### src/rtl/mem_bist_pkg.sv
// Shared definitions for the register-file BIST controller: FSM states and
// the march data pattern.
package mem_bist_pkg;

    typedef enum logic [2:0] {
        ST_IDLE,
        ST_W0,
        ST_R0,
        ST_W1,
        ST_R1,
        ST_DONE
    } bist_state_t;

    localparam logic [7:0] PAT_OFFSET_DEFAULT = 8'h05;

    // Callers truncate the result to their data width (mod 2**DW).
    function automatic logic [31:0] bist_pat(input logic [31:0] i, input logic [31:0] off);
        return (i << 4) + off;
    endfunction

endpackage

### src/rtl/mem_bist_chk.sv
// Read-data comparator: counts mismatches and captures the first failing
// location and phase.
module mem_bist_chk
    import mem_bist_pkg::*;
#(
    parameter int AW = 3,
    parameter int DW = 8
) (
    input  logic          clk,
    input  logic          rst_n,
    input  logic          clr,
    input  logic          en,
    input  logic [DW-1:0] expected,
    input  logic [DW-1:0] actual,
    input  logic [AW-1:0] idx,
    input  logic          phase,
    output logic [AW+1:0] err_count,
    output logic [AW-1:0] first_fail_addr,
    output logic          first_fail_phase
);

    logic mismatch;

    always_comb begin
        mismatch = en && (expected != actual);
    end

    // err_count is wide enough for 2*DEPTH mismatches, so no saturation is needed.
    always_ff @(posedge clk or negedge rst_n) begin
        if (!rst_n) begin
            err_count        <= '0;
            first_fail_addr  <= '0;
            first_fail_phase <= 1'b0;
        end else if (clr) begin
            err_count        <= '0;
            first_fail_addr  <= '0;
            first_fail_phase <= 1'b0;
        end else if (mismatch) begin
            err_count <= err_count + (AW+2)'(1);
            if (err_count == '0) begin
                first_fail_addr  <= idx;
                first_fail_phase <= phase;
            end
        end
    end

endmodule

### src/rtl/mem_bist_ctrl.sv
// March BIST initiator for small sync-write/async-read register files:
// W0 pattern, R0 verify, W1 inverted pattern, R1 verify, then report.
module mem_bist_ctrl
    import mem_bist_pkg::*;
#(
    parameter int            AW         = 3,
    parameter int            DW         = 8,
    parameter logic [DW-1:0] PAT_OFFSET = DW'(PAT_OFFSET_DEFAULT)
) (
    input  logic          clk,
    input  logic          rst_n,
    input  logic          start,
    input  logic          abort,
    output logic          mem_we,
    output logic [AW-1:0] mem_addr,
    output logic [DW-1:0] mem_din,
    input  logic [DW-1:0] mem_dout,
    output logic          busy,
    output logic          done,
    output logic          pass,
    output logic [AW+1:0] err_count,
    output logic [AW-1:0] first_fail_addr,
    output logic          first_fail_phase
);

    localparam logic [AW-1:0] IDX_LAST = '1;

    bist_state_t   state, state_nx;
    logic [AW-1:0] idx, idx_nx;
    logic [DW-1:0] pat_idx;
    logic [DW-1:0] exp_data;
    logic          pass_q;
    logic          launch;
    logic          kill;
    logic          in_read;

    always_comb begin
        pat_idx  = DW'(bist_pat(32'(idx), 32'(PAT_OFFSET)));
        exp_data = (state == ST_R1) ? ~pat_idx : pat_idx;
        in_read  = (state == ST_R0) || (state == ST_R1);
        launch   = (state == ST_IDLE) && start && !abort;
        kill     = (state != ST_IDLE) && abort;
    end

    always_comb begin
        state_nx = state;
        idx_nx   = idx;
        case (state)
            ST_IDLE: begin
                if (launch) begin
                    state_nx = ST_W0;
                    idx_nx   = '0;
                end
            end
            ST_W0, ST_R0, ST_W1, ST_R1: begin
                idx_nx = idx + AW'(1);
                if (idx == IDX_LAST) begin
                    case (state)
                        ST_W0:   state_nx = ST_R0;
                        ST_R0:   state_nx = ST_W1;
                        ST_W1:   state_nx = ST_R1;
                        default: state_nx = ST_DONE;
                    endcase
                end
            end
            ST_DONE: state_nx = ST_IDLE;
            default: state_nx = ST_IDLE;
        endcase
        if (kill) begin
            state_nx = ST_IDLE;
            idx_nx   = '0;
        end
    end

    always_ff @(posedge clk or negedge rst_n) begin
        if (!rst_n) begin
            state  <= ST_IDLE;
            idx    <= '0;
            pass_q <= 1'b0;
        end else begin
            state <= state_nx;
            idx   <= idx_nx;
            if (launch || kill) begin
                pass_q <= 1'b0;
            end else if (state == ST_DONE) begin
                pass_q <= (err_count == '0);
            end
        end
    end

    // Memory port and status are decoded from registered state only.
    always_comb begin
        mem_we   = 1'b0;
        mem_addr = '0;
        mem_din  = '0;
        busy     = (state != ST_IDLE);
        done     = (state == ST_DONE);
        pass     = (state == ST_DONE) ? (err_count == '0) : pass_q;
        case (state)
            ST_W0: begin
                mem_we   = 1'b1;
                mem_addr = idx;
                mem_din  = pat_idx;
            end
            ST_W1: begin
                mem_we   = 1'b1;
                mem_addr = idx;
                mem_din  = ~pat_idx;
            end
            ST_R0, ST_R1: mem_addr = idx;
            default: ;
        endcase
    end

    mem_bist_chk #(
        .AW(AW),
        .DW(DW)
    ) u_chk (
        .clk             (clk),
        .rst_n           (rst_n),
        .clr             (launch),
        .en              (in_read),
        .expected        (exp_data),
        .actual          (mem_dout),
        .idx             (idx),
        .phase           (state == ST_R1),
        .err_count       (err_count),
        .first_fail_addr (first_fail_addr),
        .first_fail_phase(first_fail_phase)
    );

endmodule

### config.mk
export PLATFORM = sky130hd
export DESIGN_NAME = mem_bist_ctrl
export DESIGN_NICKNAME = d
export VERILOG_FILES = /design/src/rtl/mem_bist_pkg.sv /design/src/rtl/mem_bist_chk.sv /design/src/rtl/mem_bist_ctrl.sv
export SDC_FILE = /design/constraint.sdc
export NUM_CORES = 1
export LEC_CHECK = 0
export ABC_CLOCK_PERIOD_IN_PS = 7400
export BUFFER_PORTS_ARGS = -buffer_cell sky130_fd_sc_hd__buf_4
export CORE_MARGIN = 2
export CORE_UTILIZATION = 50
export CTS_CLUSTER_DIAMETER = 120
export DETAILED_ROUTE_END_ITERATION = 12
export GPL_TIMING_DRIVEN = 1
export MAX_ROUTING_LAYER = met4
export PLACE_DENSITY = 0.77
export SLEW_MARGIN = 20
export SYNTH_ARGS = -nofsm -noshare
export SYNTH_HDL_FRONTEND = slang
export SYNTH_HIERARCHICAL = 1
export SYNTH_SLANG_ARGS = --single-unit
### constraint.sdc
create_clock -name clk -period 7.4 [get_ports clk]
set_input_delay 0.37 -clock clk [delete_from_list [all_inputs] [get_ports clk]]
set_output_delay 0.37 -clock clk [all_outputs]
set_load 0.005 [all_outputs]
# --- Word level (Yosys, flattened, before mapping) ---
# Cells that the tools add are included.
totals:
  regBits: 16
  latch_bits: 0
  ramBits: 0
  mem_bits_ro: 0
  in_bits: 12
  out_inout_bits: 24
  elab_cells: 59
  n_memories: 0
op_classes:
  n_addsub: 3
  mul: 0
  div_mod_pow: 0
  n_lt_le_gt_ge: 0
  eq_ne: 9
  shifts: 0
  n_mux: 22
  bitwise_logic: 1
  reduce_logical: 18
ops:
  columns: ["cell", "count"]
  rows:
  - ["3-bit two-way mux", 9]
  - ["8-bit case mux with 2 select lines", 1]
  - ["3-bit case mux with 2 select lines", 2]
  - ["5-bit two-way mux", 2]
  - ["3-bit == test, second input constant", 3]
  - ["3-bit case mux with 3 select lines", 1]
  - ["7-bit by 3-bit adder with 8-bit output, second input constant", 1]
  - ["8-bit two-way mux", 1]
  - ["8-bit inequality test", 1]
  - ["8-bit inverter", 1]
  - ["3-bit by 2-bit == test with 1-bit output, second input constant", 2]
  - ["1-bit two-way mux", 6]
  - ["2-bit AND reduction", 3]
  - ["3-bit nonzero test", 2]
  - ["5-bit by 1-bit adder with 5-bit output, second input constant", 1]
  - ["5-bit zero test", 1]
  - ["1-bit logical AND", 4]
  - ["2-bit nonzero test", 2]
  - ["4-bit OR reduction", 1]
  - ["3-bit by 1-bit adder with 3-bit output, second input constant", 1]
  - ["3-bit by 1-bit == test with 1-bit output, second input constant", 1]
  - ["3-bit zero test", 1]
  - ["3-bit by 1-bit inequality test with 1-bit output, second input constant", 1]
  - ["3-bit inequality test, second input constant", 1]
  - ["other kinds (3)", 4]

# --- Logic depth before layout (Yosys ltp) ---
depth:
  ltp_word: 7
  depth_mapped: 8
  depth_no_buf: 7

# --- Modules after synthesis ---
# Netlist, hierarchy kept.
by_module_without_submodules:
  columns: ["module", "n_inst", "cells_each", "area_each_um2", "seq_area_each_um2"]
  rows:
  - ["mem_bist_ctrl", 1, 73, 624.3, 175.2]
  - ["mem_bist_chk", 1, 61, 618.1, 225.2]

# --- Worst setup path before layout ---
# No wires, ideal clock.
synth_path:
  path_kind: "register -> register"
  startpoint: "register state[0]"
  endpoint: "register u_chk.err_count[2]"
  setup_time_ns: 0.128
  t_arrival_ns: 2.194
  required_time_ns: 7.272
  setup_slack_ns: 5.078
  stages_incl_launch_ff: 9
  path_buffers: 1
  period_less_slack_ns: 2.322
  path_cell_list: "dfrtp_1 nor2_1 buf_2 nand2_1 xnor2_1 xor2_1 nor4_2 a21oi_1 mux2_1"
synth_via:
  elab_chain_len: 5
  elab_cells_between_ends: 11
  classes_between: "eq/ne (3); mux (2); reduce/logical (6)"
synth_rtl:
  columns: ["element", "line_no", "text"]
  rows:
  - ["from (decl)", "mem_bist_ctrl.sv:28", "bist_state_t state, state_nx;"]
  - ["from (signal assigned)", "mem_bist_ctrl.sv:81", "state <= state_nx;"]
  - ["3-bit == test", "mem_bist_ctrl.sv:39", "exp_data = (state == ST_R1) ? ~pat_idx : pat_idx;"]
  - ["8-bit two-way mux", "mem_bist_ctrl.sv:39", null]
  - ["net exp_data[0]", "mem_bist_ctrl.sv:31", "logic [DW-1:0] exp_data;"]
  - ["8-bit inequality test", "mem_bist_chk.sv:25", "mismatch = en && (expected != actual);"]
  - ["1-bit logical AND", "mem_bist_chk.sv:25", null]
  - ["2-bit nonzero test (no source line)", null, null]
  - ["to (signal assigned)", "mem_bist_chk.sv:39", "err_count <= err_count + (AW+2)'(1);"]
  - ["to (decl)", "mem_bist_chk.sv:17", "output logic [AW+1:0] err_count,"]
# The timed path passes the listed nets, and every way through them passes these cells.
# A chain may end at the register's enable or synchronous reset.

# --- Worst setup path after layout ---
layout_path:
  startpoint: "register state[1]"
  endpoint: "register u_chk.err_count[3]"
# Same word-level chain as after synthesis.

==> results.py <==
metrics = {
    "clock_network": {
        "cts_tree": "yes",
        "numCtsBuffers": 3,
        "clock_sinks": 16,
        "htree_levels": 1,
        "cts_root_buf": "clkbuf_4",
        "clk_latency_ns": 0.28,
        "clockBufferDepth": 2,
        "path_clk_slew_ns": 0.09,
    },
    "synth": {
        "ys_seq_area_share_pct": 32.23,
        "synth_cell_types": 32,
        "synth_flop_cell": "dfrtp_1",
        "syn_area_um2": 1242,
        "synth-edff-count": 0,
        "async_flop_share_pct": 100.0,
        "ys_warn_count": 6,
        "syn_avg_cell_area_um2": 9.272,
        "synth_fp_nets": 150,
        "synthCells": 134,
        "ys_ff_latch": 16,
    },
    "routing": {
        "routedWlPerCell_um": 13.53,
        "vias": 1074,
        "drt-initial-drc-count": 14,
        "drt_pass1_iterations": 4,
        "ant_nets": 0,
        "drcViolationCount": 0,
        "vias_per_cell": 5.480,
        "drt_wl_total_um": 2651,
    },
    "timing": {
        "clock.fmax_ghz": 0.3191,
        "rsz0062_at_grt": "false",
        "finalSetupViolCount": 0,
        "period_needed_ns": 3.134,
        "fin_setup_tns_ns": 0,
        "skew_ns": 0.0007965,
        "drv_slew": 0,
        "min_period_over_period_pct": 42.35,
        "holdWs_ns": 0.3026,
        "tightest_slew_ns": 0.9569,
        "relSlewSlack_pct": 35.97,
        "finalHoldViolations": 0,
    },
    "cells_and_area": {
        "fin_util_pct": 64.12,
        "nFillCells": 194,
        "area_growth_pct": 24.37,
        "fin_area_um2": 1545,
        "drive_above_1_share_pct": 28.31,
        "final_nets": 183,
        "multiInputGateArea_um2": 775.7,
        "fin_cells": 196,
        "seqCellArea_um2": 400.4,
        "diodes": 0,
    },
    "die": {
        "core_um2": 2410,
        "rows": 18,
        "die_y_um": 53.85,
        "die_w_um": 53.85,
        "start_util_pct": 51.56,
        "die_area_um2": 2900,
        "io_pins": 36,
    },
    "power": {
        "leakagePower_nw": 0.7371,
        "power.ir.vdd_worst_v": 0.00008518,
        "p_per_area_nw_per_um2": 122.8,
    },
    "flow_run": {
        "drv_cap": 0,
    },
    "global_routing": {
        "grt_pass1_vias": 956,
        "grt_overflow": 0,
        "grt_antenna_before_repair": 0,
        "grt_max_degree": 20,
        "grt_first_pass_wirelength_um": 4278,
        "grt_usage_pct": 21.02,
    },
    "worst_setup_path": {
        "slowest_delay_ns": 0.65,
        "cp-start-kind": "flip-flop",
        "cp-end-kind": "flip-flop",
        "worstPathMaxFanout": 13,
        "worstPathRequired_ns": 7.57,
        "crit_arrival_ns": 3.31,
        "crit_type": "flip-flop to flip-flop",
        "path_cells": "nor2_1, nand2_1, xnor2_1, xor2_1, nor4_2, a21oi_1, mux2_1",
        "slowest_stage": "nor2_1",
    },
    "place": {
        "dp_cells": 191,
        "place_area_um2": 1499,
        "gp_congestion": 0.7775,
        "portBuffers": 35,
        "place_hpwl_um": 2000,
    },
    "hold_path": {
        "hp-class": "primary input to flip-flop",
    },
    "run_status": {
        "status": "finished clean",
    },
}
timing repair:
action	CTS	global route
gates resized for setup	0	0
setup buffers	0	0
endpoints found under the hold margin	16	0
hold buffers	1	0
report_power, final:
group	internal, mW	leakage, nW	switching [mW]
combinational	0.0197	0.495	0.0180
clock	0.0300	0.0210	0.0272
sequential	0.0894	0.221	0.00560
total	0.139	0.737	0.0508
worst max-delay path, delay by kind of cell (launching register included):
kind,cells,cell delay (ns)
compound gates,1,0.16
xor+xnor,2,0.40
flops,1,0.55
mux,1,0.33
simple gates,3,1.59
kinds of logic (layout without fill, tap and decap cells):
family	Yosys count	after routing	synth area share [%]
compound gates	12	12	7.049
xor+xnor	18	18	12.69
fa+ha+maj	4	4	4.028
buf+inv	14	46	5.337
flops	16	16	32.23
mux	12	12	10.37
simple gates	58	58	28.30
worst paths after layout:
path / cells past startpoint / startpoint / to / slack [ns]
worst max-delay path: 7 / state[1] / u_chk/err_count[3] / 4.27
worst max register to register: 7 / state[1] / u_chk/err_count[3] / 4.27
max in group asynchronous: 2 / rst_n / u_chk/err_count[4] / 6.75
min in group asynchronous: 2 / rst_n / u_chk/first_fail_addr[0] / 0.47
worst min-delay path: 2 / abort / state[2] / 0.30
worst min register to register: 2 / u_chk/first_fail_addr[2] / u_chk/first_fail_addr[2] / 0.55
cell type report:
type | count | area share (%)
clock buffer | 4 | 2.348
inverter | 6 | 1.457
multi-input combinational | 104 | 50.20
sequential | 16 | 25.91
tap | 30 | 2.429
timing repair buffer | 36 | 17.65
cell usage after synthesis, types with 4 or more instances:
cell type,instances,area [um2]
a21oi_1,6,30.03
and2_1,4,25.02
dfrtp_1,16,400.4
ha_1,4,50.05
inv_1,6,22.52
mux2i_1,8,80.08
nand2_1,6,22.52
nand2b_1,12,75.07
nor2_1,13,48.80
xnor2_1,9,78.83
xor2_1,9,78.83
metal layers:
metal	share of wire (%)	track usage, %
met1	43	24.35
met2	49	36.59
met3	5.5	1.111
met4	2.6	10.68
met5	0	-
placed cells by master (no fill, tap or decap), drive strengths merged, types with 4 or more instances in the layout:
cell and instances:
ha 4, xor2 9, xnor2 9, nor2 13, and2 4, a21oi 7
dfrtp 16, mux2 4, nand2 6, mux2i 8, inv 6, nand2b 12
clkbuf 4, buf 35
sequential cells by signal, summed over array words and instances (netlist names):
name / flops
idx: 3
state: 3
pass_q: 1
u_chk/err_count: 5
u_chk/first_fail_phase: 1
u_chk/first_fail_addr: 3
stage by stage:
step | setup WS (ns) | total power, mW
3_5_place_dp | 4.298 | 0.1341
3_3_place_gp | 4.423 | 0.1332
4_1_cts | 4.280 | 0.1929
6_report | 4.266 | 0.1898
2_1_floorplan | 5.078 | 0.1187
5_1_grt | 3.983 | 0.2001
Note: power is estimated with default switching activity, not from simulation.
